### src/rtl/mb_sched_pkg.sv
`default_nettype none
// ============================================================================
//  Module      : mb_sched_pkg
//  Description : Shared types and constants for the intra mode-decision
//                frame scheduler (state encoding, default widths/depths).
//  Revision    : 1.0 - initial release
// ============================================================================
package mb_sched_pkg;

    // Default MB coordinate / frame dimension width
    localparam int MB_COORD_W   = 10;
    // Default number of output-buffer slots (credit counter reset value)
    localparam int MB_OUT_DEPTH = 4;

    // One-hot scheduler state encoding
    localparam int                STATE_W   = 6;
    localparam logic [STATE_W-1:0] ST_IDLE   = 6'b000001;
    localparam logic [STATE_W-1:0] ST_LOAD   = 6'b000010;
    localparam logic [STATE_W-1:0] ST_LAUNCH = 6'b000100;
    localparam logic [STATE_W-1:0] ST_RUN    = 6'b001000;
    localparam logic [STATE_W-1:0] ST_COMMIT = 6'b010000;
    localparam logic [STATE_W-1:0] ST_DONE   = 6'b100000;

    typedef enum logic [STATE_W-1:0] {
        S_IDLE   = ST_IDLE,
        S_LOAD   = ST_LOAD,
        S_LAUNCH = ST_LAUNCH,
        S_RUN    = ST_RUN,
        S_COMMIT = ST_COMMIT,
        S_DONE   = ST_DONE
    } sched_state_t;

endpackage
`default_nettype wire

### src/rtl/sched_credit_ctr.sv
`default_nettype none
// ============================================================================
//  Module      : sched_credit_ctr
//  Description : Saturating up/down counter of free output-buffer slots.
//                Resets full; a return coincident with a consume is a no-op;
//                a return while full saturates and flags overflow.
//  Revision    : 1.0 - initial release
// ============================================================================
module sched_credit_ctr
    import mb_sched_pkg::*;
#(
    parameter int DEPTH = MB_OUT_DEPTH
) (
    input  logic clk,
    input  logic rst_n,
    input  logic consume,
    input  logic ret,
    output logic credits_avail,
    output logic overflow
);

    localparam int                c_cnt_w = $clog2(DEPTH + 1);
    localparam logic [c_cnt_w-1:0] c_full  = c_cnt_w'(DEPTH);
    localparam logic [c_cnt_w-1:0] c_one   = c_cnt_w'(1);

    logic [c_cnt_w-1:0] r_count;
    logic               w_full;
    logic               w_empty;

    assign w_full        = (r_count == c_full);
    assign w_empty       = (r_count == '0);
    assign credits_avail = !w_empty;
    // A lone return against a full counter has nowhere to go
    assign overflow      = ret && !consume && w_full;

    // Count up on a lone return, down on a lone consume, hold otherwise
    always_ff @(posedge clk or negedge rst_n) begin
        if (!rst_n) begin
            r_count <= c_full;
        end else if (ret && !consume && !w_full) begin
            r_count <= r_count + c_one;
        end else if (consume && !ret && !w_empty) begin
            r_count <= r_count - c_one;
        end
    end

endmodule
`default_nettype wire

### src/rtl/mb_mode_scheduler.sv
`default_nettype none
// ============================================================================
//  Module      : mb_mode_scheduler
//  Description : Frame-level sequencer for intra mode decision. Walks MBs in
//                raster order, launches the luma and UV pickers together,
//                waits for both completions and commits each MB, gated by
//                neighbour-context readiness and output-buffer credits.
//  Revision    : 1.0 - initial release
// ============================================================================
module mb_mode_scheduler
    import mb_sched_pkg::*;
#(
    parameter int OUT_DEPTH = MB_OUT_DEPTH,
    parameter int COORD_W   = MB_COORD_W
) (
    input  logic               clk,
    input  logic               rst_n,
    input  logic               frame_start,
    input  logic [COORD_W-1:0] mb_w,
    input  logic [COORD_W-1:0] mb_h,
    input  logic               ctx_ready,
    output logic               luma_start,
    input  logic               luma_done,
    output logic               uv_start,
    input  logic               uv_done,
    output logic [COORD_W-1:0] x_o,
    output logic [COORD_W-1:0] y_o,
    output logic               left_avail,
    output logic               top_avail,
    output logic               commit,
    input  logic               credit_ret,
    output logic               busy,
    output logic               frame_done,
    output logic               err
);

    localparam logic [COORD_W-1:0] c_coord_one = COORD_W'(1);

    sched_state_t       r_state;
    sched_state_t       w_state_nxt;

    logic [COORD_W-1:0] r_x;
    logic [COORD_W-1:0] r_y;
    logic [COORD_W-1:0] r_mb_w;
    logic [COORD_W-1:0] r_mb_h;
    logic [COORD_W-1:0] w_x_nxt;
    logic [COORD_W-1:0] w_y_nxt;
    logic [COORD_W-1:0] w_mb_w_nxt;
    logic [COORD_W-1:0] w_mb_h_nxt;

    logic r_luma_got;
    logic r_uv_got;
    logic w_luma_got_nxt;
    logic w_uv_got_nxt;
    logic r_busy;
    logic w_busy_nxt;
    logic r_err;
    logic w_err_nxt;

    logic r_luma_start;
    logic r_uv_start;
    logic r_commit;
    logic r_frame_done;
    logic r_left_avail;
    logic r_top_avail;

    logic w_consume;
    logic w_credits_avail;
    logic w_overflow;
    logic w_dims_ok;
    logic w_last_col;
    logic w_last_row;

    assign w_dims_ok  = (mb_w != '0) && (mb_h != '0);
    assign w_last_col = (r_x == (r_mb_w - c_coord_one));
    assign w_last_row = (r_y == (r_mb_h - c_coord_one));

    assign luma_start = r_luma_start;
    assign uv_start   = r_uv_start;
    assign commit     = r_commit;
    assign frame_done = r_frame_done;
    assign busy       = r_busy;
    assign err        = r_err;
    assign x_o        = r_x;
    assign y_o        = r_y;
    assign left_avail = r_left_avail;
    assign top_avail  = r_top_avail;

    sched_credit_ctr #(
        .DEPTH (OUT_DEPTH)
    ) u_credit (
        .clk           (clk),
        .rst_n         (rst_n),
        .consume       (w_consume),
        .ret           (credit_ret),
        .credits_avail (w_credits_avail),
        .overflow      (w_overflow)
    );

    // Next-state, coordinate walk and sticky error decode
    always_comb begin
        w_state_nxt    = r_state;
        w_x_nxt        = r_x;
        w_y_nxt        = r_y;
        w_mb_w_nxt     = r_mb_w;
        w_mb_h_nxt     = r_mb_h;
        w_luma_got_nxt = r_luma_got;
        w_uv_got_nxt   = r_uv_got;
        w_busy_nxt     = r_busy;
        w_err_nxt      = r_err;
        w_consume      = 1'b0;

        case (r_state)
            S_IDLE: begin
                if (frame_start) begin
                    if (w_dims_ok) begin
                        w_mb_w_nxt  = mb_w;
                        w_mb_h_nxt  = mb_h;
                        w_x_nxt     = '0;
                        w_y_nxt     = '0;
                        w_err_nxt   = 1'b0;
                        w_busy_nxt  = 1'b1;
                        w_state_nxt = S_LOAD;
                    end else begin
                        // Empty frame: report completion without launching
                        w_state_nxt = S_DONE;
                    end
                end
            end
            S_LOAD: begin
                if (ctx_ready && w_credits_avail) begin
                    w_state_nxt = S_LAUNCH;
                end
            end
            S_LAUNCH: begin
                w_luma_got_nxt = 1'b0;
                w_uv_got_nxt   = 1'b0;
                w_state_nxt    = S_RUN;
            end
            S_RUN: begin
                if (luma_done) begin
                    w_luma_got_nxt = 1'b1;
                end
                if (uv_done) begin
                    w_uv_got_nxt = 1'b1;
                end
                // Completions may arrive in either order or together
                if ((r_luma_got || luma_done) && (r_uv_got || uv_done)) begin
                    w_state_nxt = S_COMMIT;
                end
            end
            S_COMMIT: begin
                w_consume = 1'b1;
                if (w_last_col && w_last_row) begin
                    // Last MB keeps its coordinates visible after the frame
                    w_state_nxt = S_DONE;
                end else begin
                    w_state_nxt = S_LOAD;
                    if (w_last_col) begin
                        w_x_nxt = '0;
                        w_y_nxt = r_y + c_coord_one;
                    end else begin
                        w_x_nxt = r_x + c_coord_one;
                    end
                end
            end
            S_DONE: begin
                w_busy_nxt  = 1'b0;
                w_state_nxt = S_IDLE;
            end
            default: begin
                w_state_nxt = S_IDLE;
            end
        endcase

        // Protocol errors are sticky and take precedence over the clear
        if (r_state == S_RUN) begin
            if ((luma_done && r_luma_got) || (uv_done && r_uv_got)) begin
                w_err_nxt = 1'b1;
            end
        end else if (luma_done || uv_done) begin
            w_err_nxt = 1'b1;
        end
        if (w_overflow) begin
            w_err_nxt = 1'b1;
        end
    end

    // State, context and registered output pulses derived from next state
    always_ff @(posedge clk or negedge rst_n) begin
        if (!rst_n) begin
            r_state      <= S_IDLE;
            r_x          <= '0;
            r_y          <= '0;
            r_mb_w       <= '0;
            r_mb_h       <= '0;
            r_luma_got   <= 1'b0;
            r_uv_got     <= 1'b0;
            r_busy       <= 1'b0;
            r_err        <= 1'b0;
            r_luma_start <= 1'b0;
            r_uv_start   <= 1'b0;
            r_commit     <= 1'b0;
            r_frame_done <= 1'b0;
            r_left_avail <= 1'b0;
            r_top_avail  <= 1'b0;
        end else begin
            r_state      <= w_state_nxt;
            r_x          <= w_x_nxt;
            r_y          <= w_y_nxt;
            r_mb_w       <= w_mb_w_nxt;
            r_mb_h       <= w_mb_h_nxt;
            r_luma_got   <= w_luma_got_nxt;
            r_uv_got     <= w_uv_got_nxt;
            r_busy       <= w_busy_nxt;
            r_err        <= w_err_nxt;
            r_luma_start <= (w_state_nxt == S_LAUNCH);
            r_uv_start   <= (w_state_nxt == S_LAUNCH);
            r_commit     <= (w_state_nxt == S_COMMIT);
            r_frame_done <= (w_state_nxt == S_DONE);
            r_left_avail <= (w_x_nxt != '0);
            r_top_avail  <= (w_y_nxt != '0);
        end
    end

endmodule
`default_nettype wire
### config.mk
export PLATFORM = sky130hd
export DESIGN_NAME = mb_mode_scheduler
export DESIGN_NICKNAME = d
export VERILOG_FILES = /design/src/rtl/mb_sched_pkg.sv /design/src/rtl/sched_credit_ctr.sv /design/src/rtl/mb_mode_scheduler.sv
export SDC_FILE = /design/constraint.sdc
export NUM_CORES = 1
export LEC_CHECK = 0
export CAP_MARGIN = 20
export CORE_MARGIN = 3
export CORE_UTILIZATION = 36
export DETAILED_ROUTE_END_ITERATION = 10
export GPL_TIMING_DRIVEN = 0
export PLACE_DENSITY = 0.62
export SYNTH_ARGS = -nofsm -noshare
export SYNTH_HDL_FRONTEND = slang
export SYNTH_SLANG_ARGS = --single-unit
### constraint.sdc
create_clock -name clk -period 3.6 [get_ports clk]
set_input_delay 0.72 -clock clk [delete_from_list [all_inputs] [get_ports clk]]
set_output_delay 0.72 -clock clk [all_outputs]
set_load 0.005 [all_outputs]
# After elaboration in Yosys (flattened, before gate mapping)
# Index checks and enable logic that the tools add are counted.
[totals]
register_bits = 58
mem_bits_rw = 0
output_inout_bits = 28
n_memories = 0
in_bits = 27
rom_bits = 0
latch_bits = 0
[op_classes]
mux = 33
n_mul = 0
n_reduce_logical = 31
n_div = 0
eq_ne = 16
shift = 0
order_cmp = 0
n_addsub = 6
bitwise = 0
[ops]
columns = ["op", "n"]
rows = [
  ["$mux W10", 8],
  ["$pmux W10 S2", 2],
  ["$reduce_bool A10 Y1", 4],
  ["$mux W6", 5],
  ["$pmux W6 S5", 1],
  ["$add A10 B1 Y10 const B", 2],
  ["$eq A10 B10 Y1", 2],
  ["$sub A10 B1 Y10 const B", 2],
  ["$eq A6 B3 Y1 const B", 2],
  ["$eq A6 B5 Y1 const B", 2],
  ["$eq A6 B6 Y1 const B", 2],
  ["$mux W1", 12],
  ["$logic_and A1 B1 Y1", 11],
  ["$ne A2 B2 Y1 const B", 4],
  ["$eq A6 B1 Y1 const B", 1],
  ["$eq A6 B2 Y1 const B", 1],
  ["$eq A6 B4 Y1 const B", 1],
  ["$mux W3", 2],
  ["$pmux W1 S2", 3],
  ["$reduce_and A3 Y1", 2],
  ["$reduce_bool A2 Y1", 3],
  ["$logic_not A1 Y1", 4],
  ["$logic_or A1 B1 Y1", 4],
  ["$reduce_and A2 Y1", 2],
  ["other kinds (4)", 4],
]

# Depth between registers and ports, before layout
# Gate-level depths: netlist (run 1).
[depth]
ltp_word = 8
mapped_depth = 13
depth_no_buf = 11

# Hierarchy
# Synthesis (run 1) repeated with hierarchy kept, for this count alone.
[unflattened]
cells_unflattened = 393
hier_area_um2 = 3714.8
[modules_own_cells]
columns = ["module", "seq_area_each_um2", "n_inst", "area_per_inst_um2", "cells_each"]
rows = [
  ["mb_mode_scheduler", 1377.6, 1, 3475.8, 368],
  ["sched_credit_ctr", 76.3, 1, 239.0, 25],
]

# Least setup slack after synthesis (run 1)
# OpenSTA, ideal clock, no wires.
[synth_path]
path_kind = "register to register"
startpoint = "register r_mb_w[0]"
endpoint = "register r_top_avail, in the netlist top_avail"
arrival_ns = 2.813
path_stages_with_launch = 12
path_slack_ns = 0.652
synth_period_minus_slack_ns = 2.948
setup_time_ns = 0.135
cell_sequence = "dfrtp_1 > inv_1 > ha_1 > nor4b_4 > and3_1 > o2111ai_1 > or3_4 > a311oi_4 > nand4_1 > a21o_1 > mux2_4 > nand4b_1"
[synth_via]
elab_chain_len = 6
elab_cells_between_ends = 7
classes_between = "1 x add/sub; 1 x eq/ne; 3 x mux; 2 x reduce/logical"
[synth_lines]
columns = ["item", "line_no", "text"]
rows = [
  ["from (decl)", "mb_mode_scheduler.sv:44", "logic [COORD_W-1:0] r_mb_w;"],
  ["from (signal assigned)", "mb_mode_scheduler.sv:211", "r_mb_w <= w_mb_w_nxt;"],
  ["$sub A10 B1 Y10 *", "mb_mode_scheduler.sv:75", "assign w_last_col = (r_x == (r_mb_w - c_coord_one));"],
  ["$eq A10 B10 Y1 *", "mb_mode_scheduler.sv:75", ""],
  ["$mux W10 or $logic_and A1 B1 Y1 (tied branches)", "mb_mode_scheduler.sv:159, mb_mode_scheduler.sv:154", ""],
  ["$mux W10 *", "mb_mode_scheduler.sv:154", "if (w_last_col && w_last_row) begin"],
  ["$pmux W10 S2 *", "mb_mode_scheduler.sv:113", "case (r_state)"],
  ["via w_y_nxt[5]", "mb_mode_scheduler.sv:47", "logic [COORD_W-1:0] w_y_nxt;"],
  ["$reduce_bool A10 Y1 *", "mb_mode_scheduler.sv:222", "r_top_avail <= (w_y_nxt != '0);"],
  ["to (signal assigned)", "mb_mode_scheduler.sv:222", ""],
  ["to (decl)", "mb_mode_scheduler.sv:65", "logic r_top_avail;"],
]
# Mark *: on every way through the listed nets, which the timed path passes. The rest lies on a longest branch.
# A chain may end at the register's enable or synchronous reset.

# Worst setup path after layout (run 1)
[layout_path]
startpoint = "register r_mb_w[0]"
endpoint = "register r_left_avail, in the netlist left_avail"
[layout_via]
elab_chain_len = 6
elab_cells_between_ends = 7
classes_between = "1 x add/sub; 1 x eq/ne; 3 x mux; 2 x reduce/logical"
[layout_lines]
columns = ["item", "line_no", "text"]
rows = [
  ["$sub A10 B1 Y10 *", "mb_mode_scheduler.sv:75", ""],
  ["$eq A10 B10 Y1 *", "mb_mode_scheduler.sv:75", ""],
  ["$mux W10 or $logic_and A1 B1 Y1 (tied branches)", "mb_mode_scheduler.sv:159, mb_mode_scheduler.sv:154", ""],
  ["$mux W10 *", "mb_mode_scheduler.sv:154", ""],
  ["$pmux W10 S2 *", "mb_mode_scheduler.sv:113", ""],
  ["via w_x_nxt[4]", "mb_mode_scheduler.sv:46", "logic [COORD_W-1:0] w_x_nxt;"],
  ["$reduce_bool A10 Y1 *", "mb_mode_scheduler.sv:221", "r_left_avail <= (w_x_nxt != '0);"],
  ["to (signal assigned)", "mb_mode_scheduler.sv:221", ""],
  ["to (decl)", "mb_mode_scheduler.sv:64", "logic r_left_avail;"],
]
# Marks and branches as above.

==> results of run 1 <==
[path summary, 6_finish.rpt]
kind                                  endpoint  slack, ns  depth (start not counted)
max reg2reg                         left_avail       0.27                         12
min                                  r_mb_h[6]       0.35                          1
min reg2reg                         r_luma_got       0.52                          2
max                                 left_avail       0.27                         12
min in group clk                    r_luma_got       0.52                          2
max in group asynchronous  u_credit.r_count[2]       2.61                          2
[routing by layer]
metal	vias to the layer above	GRT usage	share of wire	routed length, um
met5	-	0	0	0
met4	0	0.0757	0.019	197
met3	14	0.0296	0.043	437
met2	104	0.282	0.48	4820
met1	1698	0.247	0.46	4660
li1	1648	-	-	-
[area by class of cell]
type / instances / area (um2)
sequential: 58 / 1450
tap: 133 / 166
buffer: 20 / 98.8
clock inverter: 5 / 125
fill: 949 / 5220
timing repair buffer: 57 / 568
inverter: 12 / 45.0
clock buffer: 11 / 141
multi-input combinational: 311 / 2230
[power breakdown]
part	internal [mW]	switching, mW	leakage (nW)
combinational	0.511	0.551	1.19
sequential	0.820	0.211	0.737
clock	0.548	0.274	0.134
[registers in the layout, summed over array words and instances, names as in the netlist]
| register | count |
|---|---|
| y_o | 10 |
| u_credit.r_count | 3 |
| r_mb_h | 10 |
| left_avail | 1 |
| r_uv_got | 1 |
| frame_done | 1 |
| uv_start | 1 |
| x_o | 10 |
| r_luma_got | 1 |
| top_avail | 1 |
| r_mb_w | 10 |
| commit | 1 |
| r_state | 6 |
| busy | 1 |
| err | 1 |
[critical path, stage by stage, from the launching register on]
cell       delay, ns
dfrtp_1         0.44
inv_1           0.08
ha_1            0.24
nor4b_4         0.30
or4b_1          0.50
o211ai_1        0.18
and2_1          0.23
buf_2           0.26
buf_4           0.21
a2bb2oi_1       0.16
o21ai_0         0.14
nor4_1          0.28
nand4bb_1       0.15
[what timing repair did]
action,CTS,global route
setup buffers,0,3
resized for setup,0,5
setup endpoints to repair,0,3
[synthesized netlist by cell type (all sizes together), types with 3 or more instances]
| cell | count |
|---|---|
| dfrtp | 56 |
| nand2 | 34 |
| nor2 | 32 |
| mux2 | 23 |
| nand3 | 18 |
| xor2 | 18 |
| o21ai | 15 |
| and3 | 14 |
| nor4 | 13 |
| inv | 12 |
| clkbuf | 11 |
| buf | 9 |
| nor2b | 9 |
| nor3 | 9 |
| a21oi | 7 |
| nand3b | 7 |
| nand4b | 7 |
| a31o | 6 |
| a31oi | 6 |
| xnor2 | 6 |
| nand4 | 5 |
| o31ai | 5 |
| a21o | 4 |
| and4b | 4 |
| ha | 4 |
| mux2i | 4 |
| o2111ai | 4 |
| a211o | 3 |
| and2 | 3 |
| nor3b | 3 |
| nor4b | 3 |
| o211ai | 3 |
| o22a | 3 |
| o41ai | 3 |
[stage by stage]
| step | setup TNS [ns] | hold slack [ns] | setup WS (ns) |
|---|---|---|---|
| floorplan | 0 | 0.424 | 0.652 |
| global placement | -6.22 | 0.492 | -0.115 |
| detailed placement | 0 | 0.517 | 0.104 |
| CTS | 0 | 0.361 | 0.0742 |
| global route | 0 | 0.382 | 0.00144 |
| finish | 0 | 0.352 | 0.267 |
[cell families (layout without fill, tap and decap cells)]
| group | count (synthesis) | count (layout) | share of synthesized area |
|---|---|---|---|
| and+or+nand+nor | 174 | 174 | 0.264 |
| AOI/OAI and AO/OA | 80 | 80 | 0.159 |
| DFF | 58 | 58 | 0.381 |
| buffers and inverters | 32 | 105 | 0.0371 |
| muxes | 27 | 27 | 0.0794 |
| xor gates and xnor gates | 25 | 25 | 0.0610 |
| adders and majority gates | 5 | 5 | 0.0184 |
==> impl.org, run 1 <==
** Detailed routing
- Number of iterations in the first detailed-routing pass :: 5
- Average vias per placed instance :: 5.71
- DRC violation count after routing :: 0
- After the first detailed-routing iteration, the DRC count stood at 233.
- In this run the remaining antenna-violating nets after routing total 0.
- DR WL/cell :: 16.7 um
- Total routed wirelength :: 10.1 mm
- Across all layers, the routed design uses 3464 vias.

** STA
- RSZ-0062 raised after global routing :: false
- For the pin with the worst max-slew slack, the measured transition is 0.683 ns.
- Static timing analysis puts the maximum clock frequency at 300 MHz.
- The final number of hold-violating endpoints is 0.
- Setup-failing EPs final :: 0
- The clock arrives with 0.00791 ns of skew.
- After layout, the minimum clock period comes to 3.33 ns.
- The total count of max-transition violations in the final report was 0.
- Share of the clock period used by the worst path after layout :: 0.926
- Measured against its own limit, the worst slew margin works out to 0.544.

** Layout
- Leaving out filler cells and counting taps, the final layout contains 607.
- The number of antenna diodes in the final layout is 0.
- Utilization of the core after routing :: 0.481
- Of the cells placed in the final design, the portion with a size suffix greater than 1 is 0.150.
- The top cell types in the final layout, fill and taps aside, are dfrtp_1, clkdlybuf4s50_1, nand2_1, nor2_1, mux2_2.
- The library cell used most frequently in the layout, excluding fill and tap cells, is dfrtp_1.
- Synthesis-to-layout area growth :: 26.6%
- Summing all non-filler instances in the final layout gives an area of 0.00483 mm2.
- Layout Nets :: 501

** Global routing
- The via count of the first global-routing pass was 3291.
- The total overflow left after global routing is 0.
- Entering global routing, the biggest net connects 39 pins.
- In the global route stage, overall resource usage came out at 0.180.
- First-pass GRT wire length :: 16.8 mm
- The initial antenna violation count was 0.

** Clocking
- Later-pin clock latency in the skew report :: 0.34 ns
- Clock transition time at the flip-flop clock pins of the worst setup and hold paths :: 0.07 ns
- TritonCTS clock tree :: done
- Clock tree synthesis found a total of 58 sinks.
- Largest buffer count on any clock path :: 2
- CTS H-tree depth :: 3
- For this design, the CTS-stage hold fixing added 0 buffers.
- Buffer cell driving the clock tree root :: clkbuf_8
- TritonCTS created 9 clock buffers.

** Critical path
- The critical path is of the reg2reg type.
- STA puts the critical path data arrival time at 3.53 ns.
- Critical Path Source :: r_mb_w[0]
- Required time of the critical path :: 3.80 ns
- STA classifies the critical path startpoint as a flip-flop.
- STA classifies the critical path endpoint as a flip-flop.
- Worst reg2reg startpoint :: r_mb_w[0]
- Of all nets on the critical path, the largest fanout is 10.

** Floorplan
- Initial Util :: 0.380
- Horizontal die dimension :: 109 um
- For this design the top-level I/O count stands at 55.
- Row generation in the floorplan step produced 36 rows.
- Die Ht :: 109 um
- The core region is 0.0100 mm2.
- The die covers 0.0119 mm2.

** Logic synthesis
- Dividing the synthesized area by the synthesized cell count gives 9.51 um2.
- Cells after synthesis :: 401
- The share of synthesized area in the top cell type comes to 0.368.
- Synth area leaders :: dfrtp_1, mux2_2, xor2_1, nand2_1, nor2_1
- In the synthesized netlist the async set-or-reset flop fraction comes to 1.00.
- The number of nets handed over by synthesis was 433.
- Yosys printed 0 warnings.
- The synthesized design contains 58 register bits.
- Portion of the post-synthesis area used by sequential elements :: 0.381
- Summed instance area of the synthesized netlist :: 0.00381 mm2
- The largest total area in the synthesized netlist belongs to dfrtp_1.
- Number of enable flip-flop cells after synthesis :: 0
- Top FF cell, synth :: dfrtp_1
- Counting distinct cell types in the post-synthesis netlist gives 70.

** Placed design
- Count of input and output buffers :: 53
- Count of placed standard cells including taps :: 588
- HPWL after detailed placement :: 7.56 mm
- The congestion estimate from routability-driven global placement came to 0.846.
- In this run the cell area measured after placement is 0.00452 mm2.

** Power and ir drop
- Dividing total power by cell area gives a power density of 604 mW/mm2.
- Leakage :: 2.06 nW
- Peak VDD IR :: 0.000291 V
- Summing internal, switching and leakage power gives 2.91 mW.

** Min path
- Min-Delay Path Class :: in2async

** Outcome
- Result of the run :: finished clean

** Job
- Number of max-cap violations :: 0
(Power assumes the default switching activity.)
==> inputs of run 2 (changes only) <==
Settings changed: SLEW_MARGIN from default to 15.
==> run 2 against run 1 <==
Compared with the run above:
- die area unchanged
- first-iteration DRC count decreased by 9.0%
- power increased by 0.59%
- clock skew increased by 0.0026 ns
- non-clock buffer count decreased by 2
- fmax decreased by 1.0%
- design area decreased by 0.13%
- combinational power about the same
- wire length decreased by 2.3%
- clock power increased by 3.6%
- utilization decreased by 0.062 points
- largest cell class unchanged
==> impl.org, run 2 (synthesis results as in run 1) <==
** STA
- The worst-case headroom to the max-slew limit is 0.508 (-0.0358).
- Worst clock skew on the final layout :: 0.0105 ns (+0.00258 ns)
- Tightest hold margin :: 0.441 ns (+0.0896 ns)
- Transition time at the pin with the least slew margin :: 0.738 ns (+0.0552 ns)
- The final-report setup violation count is 0 (unchanged).
- RSZ-0062 raised after global routing :: false
- The minimum clock period after layout came to 3.37 ns (+0.0336 ns).
- Share of the clock period used by the worst path after layout :: 0.935 (+0.00934)
- Number of pins exceeding their max-slew limit in the final report :: 0 (unchanged)
- Max Clock Freq :: 297 MHz (-1.0%)
- Hold Violations, Final :: 0 (unchanged)
- The setup TNS after final layout is 0 ns (unchanged).

** Clocking
- The clock latency of the later-clocked register in the worst-skew pair came to 0.34 ns (about the same).
- The number of sinks driven by the clock tree is 58 (unchanged).
- Buffer cell driving the clock tree root :: clkbuf_8
- TritonCTS clock tree :: done
- The cts-stage hold buffer count came to 0 (unchanged).
- The clock-pin slew on the worst setup and hold paths came to 0.07 ns (about the same).
- The clock buffer count from CTS was 9 (unchanged).
- CTS H-tree depth :: 3 (unchanged)
- Largest buffer count on any clock path :: 2 (unchanged)

** Floorplan
- The width of the die was 109 um (unchanged).
- Total Die Area :: 0.0119 mm2 (unchanged)
- Io pins :: 55 (unchanged)
- Std cell rows :: 36 (unchanged)
- The die boundary height was 109 um (unchanged).
- The initial cell density of the core was 0.380 (unchanged).
- The total core area is 0.0100 mm2 (unchanged).

** Critical path
- The biggest fanout along the worst timing path was 10 (unchanged).
- Required time of the critical path :: 3.80 ns (about the same)
- The data arrival time of the worst path came to 3.57 ns (+0.04 ns).
- STA classifies the critical path endpoint as a flip-flop.
- STA classifies the critical path startpoint as a flip-flop.
- The setup path with the least slack is of type reg2reg.

** Detailed routing
- The violation count after the first detailed-route iteration came to 212 (-9.0%).
- Average vias per placed instance :: 5.63 (-1.3%)
- Detailed-route via count :: 3409 (-1.6%)
- Total routed wirelength :: 9.88 mm (-2.3%)
- The wire length per cell was 16.3 um (-1.9%).
- The count of antenna-violating nets left after detailed routing came to 0 (unchanged).
- Number of iterations in the first detailed-routing pass :: 4 (-1)
- The detailed-route DRC error count is 0 (unchanged).

** Global routing
- Initial antenna violation count :: 0 (unchanged)
- First-pass GRT wire length :: 16.2 mm (-3.3%)
- The total congestion overflow was 0 (unchanged).
- Maximum number of pins on one net before global-route repair :: 59 (+51%)
- The via count of the first global-routing pass was 3227 (-1.9%).
- Global Route Usage Sum :: 0.175 (-0.00458)

** Placed design
- The half-perimeter wire length after placement was 7.39 mm (-2.2%).
- The count of input and output buffers came to 53 (unchanged).
- Count of placed standard cells including taps :: 587 (-0.17%)
- The routability-driven placement congestion ratio was 0.846 (unchanged).

** Layout
- Commonest non-fill, non-tap cell in the layout :: dfrtp_1
- The count of antenna diodes in the layout was 0 (unchanged).
- Count of fill cells added during filler insertion :: 978 (+3.1%)
- Commonest cells after routing, fill and taps aside :: dfrtp_1, clkdlybuf4s50_1, nand2_1, nor2_1, mux2_2
- Layout Nets :: 499 (-0.40%)
- Synthesis-to-layout area growth :: 26.5%
- The layout cell share with drive strength beyond 1 is 0.148 (-0.00148).
- Final cell count without fillers :: 605 (-0.33%)

** Power and ir drop
- Cell area power density :: 608 mW/mm2 (+0.72%)
- The maximum vdd drop was 0.000252 V (-13%).
- The power consumption is 2.93 mW (+0.59%).
- The cell leakage power is 2.06 nW (-0.16%).

** Job
- The count of max-cap constraint violations was 0 (unchanged).

** Outcome
- Result of the run :: finished clean

** Min path
- In this run the worst hold path is classified as in2async.
## run 2: cell types whose count changed in the layout (fill, tap and decap cells not counted), sizes merged
cell | previous run | this run
buf | 13 | 11
clkbuf | 23 | 24
clkinv | 1 | 0
## run 2: routing by layer
metal | GRT usage | up-vias | wire [um]
met1 | 0.239 | 1669 | 4520
met2 | 0.281 | 82 | 4760
met4 | 0.0550 | 0 | 131
met5 | 0 | - | 0
met3 | 0.0343 | 12 | 476
li1 | - | 1646 | -
## run 2: power breakdown
part	internal, mW	switching (mW)
Combinational	0.504	0.547
Clock	0.587	0.265
Sequential	0.820	0.208
Total	1.91	1.02
## run 2: worst max-delay path, stage by stage (launching register included)
cell	delay, ns
dfrtp_1	0.45
inv_1	0.08
ha_1	0.24
nor4b_4	0.36
or4b_1	0.51
o211ai_1	0.19
and2_1	0.23
buf_2	0.26
buf_4	0.21
a2bb2oi_1	0.17
o21ai_0	0.18
nor4_2	0.21
nand4bb_1	0.13
## run 2: final cells by class
class                   instances  area (um2)  share of cell area
clock inverters                 4         120              0.0249
clock buffers                  12         165              0.0343
inverters                      12        45.0             0.00934
well taps                     133         166              0.0345
plain buffers                  20        98.8              0.0205
multi-input cells             311        2230               0.462
flip-flops and latches         58        1450               0.302
repair buffers                 55         543               0.113
## run 2: worst paths after layout
| kind | start | to | slack [ns] | depth (start not counted) |
|---|---|---|---|---|
| worst max-delay path | r_mb_w[0] | left_avail | 0.23 | 12 |
| worst min register to register | busy | busy | 0.52 | 2 |
| max in group asynchronous | rst_n | x_o[1] | 2.66 | 1 |
| worst min-delay path | rst_n | r_mb_h[2] | 0.44 | 1 |
| worst max register to register | r_mb_w[0] | left_avail | 0.23 | 12 |
| min in group clk | busy | busy | 0.52 | 2 |
## run 2: timing repair
| item | in CTS | in global routing |
|---|---|---|
| resized for setup | 0 | 5 |
| setup buffers | 0 | 2 |
| endpoints found under the setup margin | 0 | 3 |
## run 2: metrics by stage
step                      cell area, um2  utilization  setup slack (ns)
after floorplan                     3810            -             0.652
after global placement              4510        0.449            -0.115
after detailed placement            4510        0.449            0.0962
after CTS                           4790        0.477            0.0566
after global routing                4820        0.480           0.00636
final                               4820        0.480             0.233
==> inputs of run 3 (changes only) <==
Settings changed: ABC_CLOCK_PERIOD_IN_PS from default to 3600, CORE_ASPECT_RATIO from default to 1.1.
==> run 3 against run 2 <==
Compared with the run above:
- design area decreased by 1.2%
- largest power group unchanged
- global-route usage grew 0.48 points
- sequential share of layout area grew 0.36 points
- cell count rose by 1.2%
- die area is essentially flat
- worst setup slack worse by 0.052 ns
- wire length is 6.1% higher
- utilization shrank 0.73 points
- fmax down 1.5%
- sequential power about the same
- via count hardly changed
- non-clock buffer count unchanged
==> impl.org, run 3 (synthesis results as in run 1) <==
** Detailed routing
- The count of antenna-violating nets left after detailed routing is 0 (unchanged).
- The per-cell via count in the routed design was 5.57 (-1.2%).
- First DRT Iteration DRCs :: 141 (-33%)
- Number of iterations in the first detailed-routing pass :: 4 (unchanged)
- The total number of vias is 3406 (-0.088%).
- The wire length per cell came to 17.1 um (+4.9%).
- DRC violation count after routing :: 0 (unchanged)
- Total routed wirelength :: 10.5 mm (+6.1%)

** Critical path
- Depth of the worst register-to-register path :: 11 (-1)
- The critical path in this run is classified as reg2reg.
- The required time of the critical path came to 3.80 ns (about the same).
- Worst reg2reg startpoint :: r_mb_w[0]
- The worst register-to-register path ends at left_avail.
- Critical Path Source :: r_mb_w[0]
- The data arrival time of the worst path is 3.61 ns (+0.04 ns).
- Critical path fanouts, max :: 10 (unchanged)
- The internal reg-to-reg setup slack is 0.18 ns (-0.05 ns).
- The critical path ends at left_avail.
- The worst setup path is captured at a flip-flop.
- The worst setup path is launched from a flip-flop.

** Power and ir drop
- Switching power share of the total :: 0.382 (+0.0337)
- The portion of total power attributed to the clock network came to 0.229 (-0.062).
- The sequential fraction of design power was 0.378 (+0.027).
- Cell area power density :: 572 mW/mm2 (-5.9%)
- The cell leakage power came to 2.02 nW (-1.8%).
- Proportion of power drawn by combinational gates :: 0.393 (+0.035)
- Peak VDD IR :: 0.000283 V (+12%)
- Switching power :: 1.04 mW (+2.0%)
- The internal portion of total power is 1.68 mW (-12%).

** Floorplan
- The die boundary height came to 114 um (+4.6%).
- Io pins :: 55 (unchanged)
- The width of the die is 104 um (-4.4%).
- The total core area is 0.0101 mm2 (+0.35%).
- Total Die Area :: 0.0119 mm2 (about the same)
- The site row count was 38 (+5.6%).
- Initial Util :: 0.378 (-0.00132)

** STA
- Share of the clock period used by the worst path after layout :: 0.950 (+0.0144)
- The total count of max-transition violations in the final report is 0 (unchanged).
- The worst hold-check slack came to 0.454 ns (+0.0127 ns).
- Max Clock Freq :: 293 MHz (-1.5%)
- Worst-case setup margin in the final layout :: 0.182 ns (-0.0518 ns)
- The slew of the pin with the lowest slew margin is 0.826 ns (+0.0882 ns).
- The worst-case headroom to the max-slew limit is 0.448 (-0.0600).
- Setup-failing EPs final :: 0 (unchanged)
- Tmin final :: 3.42 ns (+0.0518 ns)
- The maximum clock skew at final layout was 0.00752 ns (-0.00298 ns).
- Hold Violations, Final :: 0 (unchanged)

** Clocking
- Clock transition time at the flip-flop clock pins of the worst setup and hold paths :: 0.07 ns (about the same)
- The clock buffer count from CTS is 9 (unchanged).
- The clock latency of the later-clocked register in the worst-skew pair came to 0.34 ns (about the same).
- TritonCTS clock tree :: done
- Largest buffer count on any clock path :: 2 (unchanged)
- The H-tree depth came to 3 (unchanged).
- Buffer cell driving the clock tree root :: clkbuf_8
- The cts-stage hold buffer count is 0 (unchanged).
- Clock net sink count :: 58 (unchanged)

** Job
- The count of max-cap constraint violations was 0 (unchanged).

** Layout
- The number of fill cells was 992 (+1.4%).
- Relative to the synthesized area, the layout overhead comes to 25.0%.
- The multi-input combinational cell area was 0.00225 mm2 (+0.79%).
- Antenna diodes :: 0 (unchanged)
- The library cells used most frequently in the layout, excluding fill and tap cells, are dfrtp_1, clkdlybuf4s50_1, nand2_1, nor2_1, mux2_2.
- The sequential cell area came to 0.00145 mm2 (unchanged).
- The library cell used most frequently in the layout, excluding fill and tap cells, is dfrtp_1.
- Layout Nets :: 499 (unchanged)
- The layout cell share with drive strength beyond 1 is 0.153 (+0.00424).

** Global routing
- The total congestion overflow was 0 (unchanged).
- The via count of the first global-routing pass was 3327 (+3.1%).
- The initial antenna violation count came to 0 (unchanged).
- Maximum number of pins on one net before global-route repair :: 59 (unchanged)
- First-pass GRT wire length :: 17.2 mm (+5.9%)
- The overall fraction of global-route tracks in use came to 0.180 (+0.00476).

** Min path
- The path class of the tightest hold or removal check is in2async.

** Placed design
- The count of input and output buffers is 53 (unchanged).
- Post-Place Setup Slack :: 0.0720 ns (-0.0242 ns)
- Placer's final routability congestion estimate :: 0.894 (+5.7%)
- HPWL after detailed placement :: 7.66 mm (+3.7%)

** Outcome
- Result of the run :: finished clean
==> run 3: cell types whose count changed in the layout (fill, tap and decap cells not counted) <==
| cell | before | now |
|---|---|---|
| nor4b_1 | 2 | 1 |
| a31oi_2 | 0 | 1 |
| clkinvlp_4 | 0 | 1 |
| nor4b_2 | 0 | 1 |
| clkbuf_1 | 10 | 11 |
| clkbuf_2 | 2 | 1 |
| clkinv_2 | 0 | 3 |
| nand3_2 | 0 | 1 |
| bufinv_16 | 4 | 1 |
| clkbuf_8 | 12 | 11 |
| nand3_1 | 18 | 17 |
| a31oi_1 | 6 | 5 |
==> run 3: how the worst min path moves through the flow <==
| stage | start | to | slack [ns] |
|---|---|---|---|
| final | rst_n | r_mb_h[2] | 0.45 |
| after detailed placement | r_luma_got | r_luma_got | 0.50 |
| after global routing | rst_n | r_mb_h[4] | 0.51 |
| after global placement | r_luma_got | r_luma_got | 0.49 |
| after floorplan | rst_n | busy | 0.42 |
| after CTS | rst_n | r_mb_h[2] | 0.47 |
==> run 3: through the flow <==
step	total power [mW]	instance area, um2	utilization	TNS (ns)	instances
2_1_floorplan	1.81	3810	-	0	401
5_1_grt	2.93	4760	0.473	-0.0425	612
6_report	2.73	4760	0.473	0	612
4_1_cts	2.72	4720	0.468	0	610
3_3_place_gp	2.03	4520	0.448	-6.77	594
3_5_place_dp	2.08	4520	0.448	0	594
==> run 3: critical path, cell delays in order (launching register included) <==
cell and delay, ns:
dfrtp_1 0.44, inv_1 0.08, ha_1 0.23, nor4b_4 0.32
or4b_1 0.51, o211ai_1 0.19, and2_1 0.23, buf_2 0.27
o22ai_1 0.10, a31o_2 0.25, nor4b_1 0.50, nand4bb_1 0.15
==> run 3: layer usage <==
metal	part of all wire	vias to the layer above	routed length, um	GRT usage
li1	-	1654	-	-
met5	0	-	0	0
met1	0.45	1674	4730	0.236
met4	0.015	0	155	0.0727
met3	0.033	12	346	0.0243
met2	0.50	66	5250	0.303
==> run 3: area by class of cell <==
| type | count | share of cell area |
|---|---|---|
| clock inverter | 5 | 0.0110 |
| tap | 140 | 0.0368 |
| clock buffer | 11 | 0.0318 |
| multi-input combinational | 311 | 0.471 |
| sequential | 58 | 0.305 |
| buffer | 20 | 0.0205 |
| timing repair buffer | 55 | 0.114 |
| inverter | 12 | 0.00945 |
==> run 3: power by group through the flow <==
| stage | clock network, mW | logic [mW] | registers (mW) |
|---|---|---|---|
| 6_report | 0.624 | 1.07 | 1.03 |
| 5_1_grt | 0.675 | 1.20 | 1.06 |
| 4_1_cts | 0.637 | 1.05 | 1.03 |
| 3_5_place_dp | 0 | 1.04 | 1.04 |
| 3_3_place_gp | 0 | 1.01 | 1.03 |
| 2_1_floorplan | 0 | 0.821 | 0.985 |
==> run 3: repair_timing <==
item / 4_1_cts / 5_1_grt
endpoints found under the setup margin: 0 / 3
resized for setup: 0 / 6
setup buffers: 0 / 2
